==> src/rtl/fn_unit.sv <==
// fn_unit: one-deep registered AND/XOR/OR/ADD unit with valid/ready handshakes.
// Optional accumulator operand path is compiled in with `define FN_UNIT_ACC_EN.
module fn_unit #(
    parameter int unsigned WIDTH = 8,
    parameter int unsigned CNT_W = 16
) (
`ifdef FN_UNIT_ACC_EN
    input  logic             acc_mode,
    input  logic             acc_clr,
`endif
    input  logic             clk,
    input  logic             rst,
    input  logic             in_valid,
    output logic             in_ready,
    input  logic [WIDTH-1:0] a,
    input  logic [WIDTH-1:0] b,
    input  logic [1:0]       sel,
    output logic             out_valid,
    input  logic             out_ready,
    output logic [WIDTH-1:0] y,
    output logic             carry,
    output logic [CNT_W-1:0] op_cnt
);

    typedef enum logic [1:0] {
        FN_AND = 2'b00,
        FN_XOR = 2'b01,
        FN_OR  = 2'b10,
        FN_ADD = 2'b11
    } fn_e;

    logic             in_xfer;
    logic             out_xfer;
    logic [WIDTH-1:0] op_a;
    logic [WIDTH:0]   sum;
    logic [WIDTH-1:0] res_y;
    logic             res_c;

    assign in_ready = !out_valid || out_ready;
    assign in_xfer  = in_valid && in_ready;
    assign out_xfer = out_valid && out_ready;

`ifdef FN_UNIT_ACC_EN
    logic [WIDTH-1:0] acc;

    // A same-cycle clear makes the accumulator operand read as zero.
    always_comb begin
        op_a = a;
        if (acc_mode) begin
            op_a = acc_clr ? '0 : acc;
        end
    end

    always_ff @(posedge clk) begin
        if (rst) begin
            acc <= '0;
        end else if (in_xfer && acc_mode) begin
            acc <= res_y;
        end else if (acc_clr) begin
            acc <= '0;
        end
    end
`else
    assign op_a = a;
`endif

    assign sum = {1'b0, op_a} + {1'b0, b};

    always_comb begin
        res_y = '0;
        res_c = 1'b0;
        unique case (fn_e'(sel))
            FN_AND: res_y = op_a & b;
            FN_XOR: res_y = op_a ^ b;
            FN_OR:  res_y = op_a | b;
            FN_ADD: begin
                res_y = sum[WIDTH-1:0];
                res_c = sum[WIDTH];
            end
            default: res_y = '0;
        endcase
    end

    always_ff @(posedge clk) begin
        if (rst) begin
            out_valid <= 1'b0;
            y         <= '0;
            carry     <= 1'b0;
            op_cnt    <= '0;
        end else if (in_xfer) begin
            out_valid <= 1'b1;
            y         <= res_y;
            carry     <= res_c;
            op_cnt    <= op_cnt + CNT_W'(1);
        end else if (out_xfer) begin
            out_valid <= 1'b0;
        end
    end

endmodule

==> config.mk <==
export PLATFORM = sky130hd
export DESIGN_NAME = fn_unit
export DESIGN_NICKNAME = d
export VERILOG_FILES = /design/src/rtl/fn_unit.sv
export SDC_FILE = /design/constraint.sdc
export NUM_CORES = 1
export LEC_CHECK = 0
export ABC_AREA = 0
export ABC_CLOCK_PERIOD_IN_PS = 1700
export BUFFER_PORTS_ARGS = -buffer_cell sky130_fd_sc_hd__buf_2
export CAP_MARGIN = 20
export CORE_MARGIN = 10
export CORE_UTILIZATION = 45
export CTS_CLUSTER_DIAMETER = 40
export DETAILED_ROUTE_END_ITERATION = 6
export PLACE_DENSITY = 0.73
export SYNTH_ARGS = -nofsm -noshare
export SYNTH_HDL_FRONTEND = slang
export SYNTH_SLANG_ARGS = --single-unit
==> constraint.sdc <==
create_clock -name clk -period 1.7 [get_ports clk]
set_input_delay 0.17 -clock clk [delete_from_list [all_inputs] [get_ports clk]]
set_output_delay 0.17 -clock clk [all_outputs]
set_load 0.005 [all_outputs]
==> After elaboration in Yosys (flattened, before gate mapping) <==
Cells that the tools add are included.
{ "classes": {"div_mod_pow": 0, "n_mux": 4, "n_lt_le_gt_ge": 0, "addsub": 2, "shift": 0, "n_mul": 0, "n_bitwise": 3, "eq_ne": 3, "reduce_logical": 6} }
{ "op_table": {"columns": ["op", "count"], "rows": [
  ["8-bit one-hot mux with 4 select lines", 1],
  ["16-bit by 1-bit adder with 16-bit output, second input constant", 1],
  ["8-bit by 8-bit adder with 9-bit output", 1],
  ["8-bit bitwise AND", 1],
  ["8-bit OR", 1],
  ["8-bit bitwise XOR", 1],
  ["2-bit equality test, second input constant", 2],
  ["1-bit 2-to-1 mux", 3],
  ["2-bit by 1-bit equality test with 1-bit output, second input constant", 1],
  ["1-bit logical AND", 2],
  ["2-bit zero test", 1],
  ["2-bit nonzero test", 1],
  ["1-bit zero test", 1],
  ["1-bit logical OR", 1]
]} }
{ "totals": {"out_inout_bits": 27, "latch_bits": 0, "regBits": 26, "word_cells": 22, "mem_bits_ro": 0, "memories": 0, "mem_bits_rw": 0, "inputBits": 22} }

==> Depth between registers and ports, before layout <==
{ "depth": {"ltp_word": 4, "ltp_mapped": 8} }

==> Worst setup path before layout <==
No wires, ideal clock.
{ "synth_path": {"path_type": "input port to flip-flop", "start": "input a[0]", "end": "register y[6]", "path_buffers": 0, "slack_ns": 0.037, "arrival_ns": 1.543, "stages": 8, "t_required_ns": 1.580, "cell_sequence": "ha_1 -> inv_1 -> fa_1 -> nor2b_1 -> o211ai_1 -> a21boi_0 -> mux2i_1 -> a21oi_1"} }
{ "synth_between": {"elab_chain_cells": 2} }
{ "synth_lines": {"columns": ["item", "line_no", "source"], "rows": [
  ["start: declaration", "15", "input logic [WIDTH-1:0] a,"],
  ["8-bit by 8-bit adder with 9-bit output", "67", "assign sum = {1'b0, op_a} + {1'b0, b};"],
  ["8-bit one-hot mux with 4 select lines", "72", "unique case (fn_e'(sel))"],
  ["end signal: assignment", "92", "y <= res_y;"],
  ["end: declaration", "20", "output logic [WIDTH-1:0] y,"]
]} }
No other way between the ends.
A chain may end at the register's enable or synchronous reset.

==> Worst setup path in the final report <==
Ends and elaborated chain as after synthesis.

==> metrics <==
number of sinks handled by clock tree synthesis 26; number of instances in the synthesized netlist 224; average footprint of a synthesized cell 8.083 µm²; later-pin clock latency in the skew report 270 ps; number of warnings reported in the yosys synthesis log 0; setup_tns 0 ps; element type at the critical path start primary input; slowest cell on the critical path fa_1; crit path cell chain buf_2, ha_1, inv_1, fa_1, nor2b_1, o211ai_1, a21boi_0, mux2i_1, a21oi_1; FF/Latch Area 520.5 µm²; Max Fclk 635.6 MHz; Multi-input gate area 0.001157 mm²; status finished clean; proportion of netlist area held by the largest area contributor 0.2875; TritonCTS buffer count 3; xor/xnor cell area share of the yosys netlist 0.05321; final wirelength 4.280 mm; RSZ-0062 raised after global routing false; count of final setup violators 0; number of hold violations in the final report 0; antenna-violating nets left 0; dominant combinational cell family by area after synthesis simple AND/OR/NAND/NOR gates; post-synthesis share of cell area spent on and, or, nand and nor gates 0.2308; clock tree root driver cell clkbuf_8; netlist area before placement 0.001810 mm²; kind of end point of the critical path flop; # placed instances 322; core box area 0.003771 mm²; Synthesized Nets 264; Hold Slack 184.0 ps; clock tree from TritonCTS built; worst clock skew 2.451 ps; Detail Placement HPWL 3.383 mm; maximum root-to-sink buffer count 2; final worst path period share 0.9255; Worst Path Arrival 1740 ps; initial antenna violation count 0; number of max-cap violations 0; via count 1741; iteration count of the initial detailed-routing pass 4; sequential cell area fraction in the yosys report 0.2875; largest incremental delay on the critical path 380 ps; fraction of final layout cells with drive strength greater than 1 0.2662; Synth cell types 43; die outline area 0.006961 mm²; post-CTS repair timing setup buffer count 0; Avg WL per Cell 13.13 µm; htree depth 1; number of slew-limit violations in the final report 0; die height 83.43 µm; non-filler instance count after layout 326; main flop type after synthesis dfxtp_1; width of the die 83.43 µm; total design power 0.001497 W; PD cells 672.6 mW/mm²; post-route minimum period 1573 ps; slew of the pin with the lowest slew margin 505.2 ps; CTS resizes 0; average vias per placed instance 5.340; path category of the worst min-delay check in2reg; Crit Path Max Fanout 2; fraction of registers with async set or reset after synthesis 0; number of global-route vias before repair 1610; number of filler instances in the final layout 345; required time of the critical path 1870 ps; pin count of the biggest net entering global routing 28; First DRT Iteration DRCs 49; share of synthesized cell area in full adder, half adder and majority cells 0.1285; ranking of synthesized cells by area dfxtp_1 (29%), ha_1 (12%), a21oi_1 (5.8%); quantity of I/O buffers inserted on ports 48; critical path class in2reg; CTS hold repair buffers 0; clock-pin slew on the worst setup and hold paths 90 ps; share of synthesized area spent on multiplexers 0.02419; tightest slew margin relative to the limit 0.6632; Yosys top cell by area dfxtp_1; number of placed I/O pins 49; first-pass GRT wire length 7.238 mm; remaining routing DRC violations 0; synth-to-layout area growth 22.94%; area fraction in compound gates after synthesis 0.2025; Initial Util 0.4801; Final Wtd Congestion 0.7927; VDD IR-drop max 0.3429 mV; Congestion Overflow GR 0; Leak 1.018 nW; Total Nets Final 319; Total GRT Usage 0.1171; flops & latches, synth 26; diodes inserted 0; Post-synth EDFFs 0; total number of placement rows 22
-- registers in the layout, indices dropped and copies added (netlist names) --
signal     count
carry          1
y              8
op_cnt        16
out_valid      1
-- critical path: cells and delay by family --
family / cells / cell delay (ps)
AO/OA/AOI/OAI: 3 / 470
adder cells (fa/ha/maj): 2 / 560
buffers and inverters: 2 / 150
multiplexers: 1 / 230
AND/OR/NAND/NOR: 1 / 160
-- layer usage --
metal  GRT usage  up-vias  share of wire
met5           0        -              0
met4     0.03933        0          0.011
met3     0.02539        4          0.068
met2      0.1920       46           0.45
met1      0.1469      793           0.47
li1            -      898              -
-- cell families (layout without fill, tap and decap cells) --
logic type      Yosys count  count (layout)
buf+inv                  33              87
simple gates             73              73
fa+ha+maj                18              18
compound gates           59              59
xor+xnor                 11              11
mux                       4               4
flops                    26              26
-- Yosys cell counts, types with 2 or more instances --
cell and n:
inv_1 23, xnor2_1 8, dfxtp_1 26, nor2b_1 5, o211ai_1 2, mux2_2 3
a211oi_1 5, nand3b_1 2, or3_1 6, nand4_1 2, xor2_1 3, nand3_1 4
and2_1 3, nor3_1 11, clkbuf_1 3, ha_1 17, o21ai_0 18, a21oi_1 21
nor2_1 19, nand2_1 11, a311oi_1 2, nand2b_1 2, o41ai_1 2, buf_2 7
-- per-stage QoR --
stage	util	instance area, µm²	setup slack [ps]
floorplan	-	1810	37.07
global placement	0.5713	2155	-130.3
detailed placement	0.5713	2155	-158.8
CTS	0.5902	2226	130.1
global route	0.5902	2226	15.31
finish	0.5902	2226	126.7
-- power by group --
group | total [W] | internal [W] | switching, W | leakage (nW)
sequential | 0.000648 | 0.000632 | 0.0000160 | 0.212
clock | 0.000521 | 0.000315 | 0.000206 | 0.0357
combinational | 0.000328 | 0.000153 | 0.000174 | 0.770
total | 0.00150 | 0.00110 | 0.000396 | 1.02
-- final timing paths --
check             startpoint         end  slack, ps  cells after the start
setup / recovery        a[0]        y[6]        130                      9
hold / removal      in_valid   out_valid        180                      3
hold reg to reg    op_cnt[1]   op_cnt[1]        500                      2
setup reg to reg   op_cnt[0]  op_cnt[14]        190                      5
-- final cells by class --
class,instances,area share
multi-input combinational,165,0.5200
sequential,26,0.2338
timing repair buffer,60,0.1484
inverter,23,0.03879
tap,48,0.02698
clock buffer,3,0.01855
clock inverter,1,0.01349
-- layout by cell type (no fill, tap or decap), types with 3 or more instances in the layout --
cell      instances
nand2_1          11
inv_1            23
and2_1            3
ha_1             17
clkbuf_8          3
nor2_1           19
nor2b_1           5
nor3_1           11
xor2_1            3
dfxtp_1          26
buf_4            12
buf_2            48
mux2_2            3
a21oi_1          21
o21ai_0          18
a211oi_1          5
xnor2_1           8
or3_1             6
nand3_1           4
No activity file was read; power rests on OpenSTA's default activity.
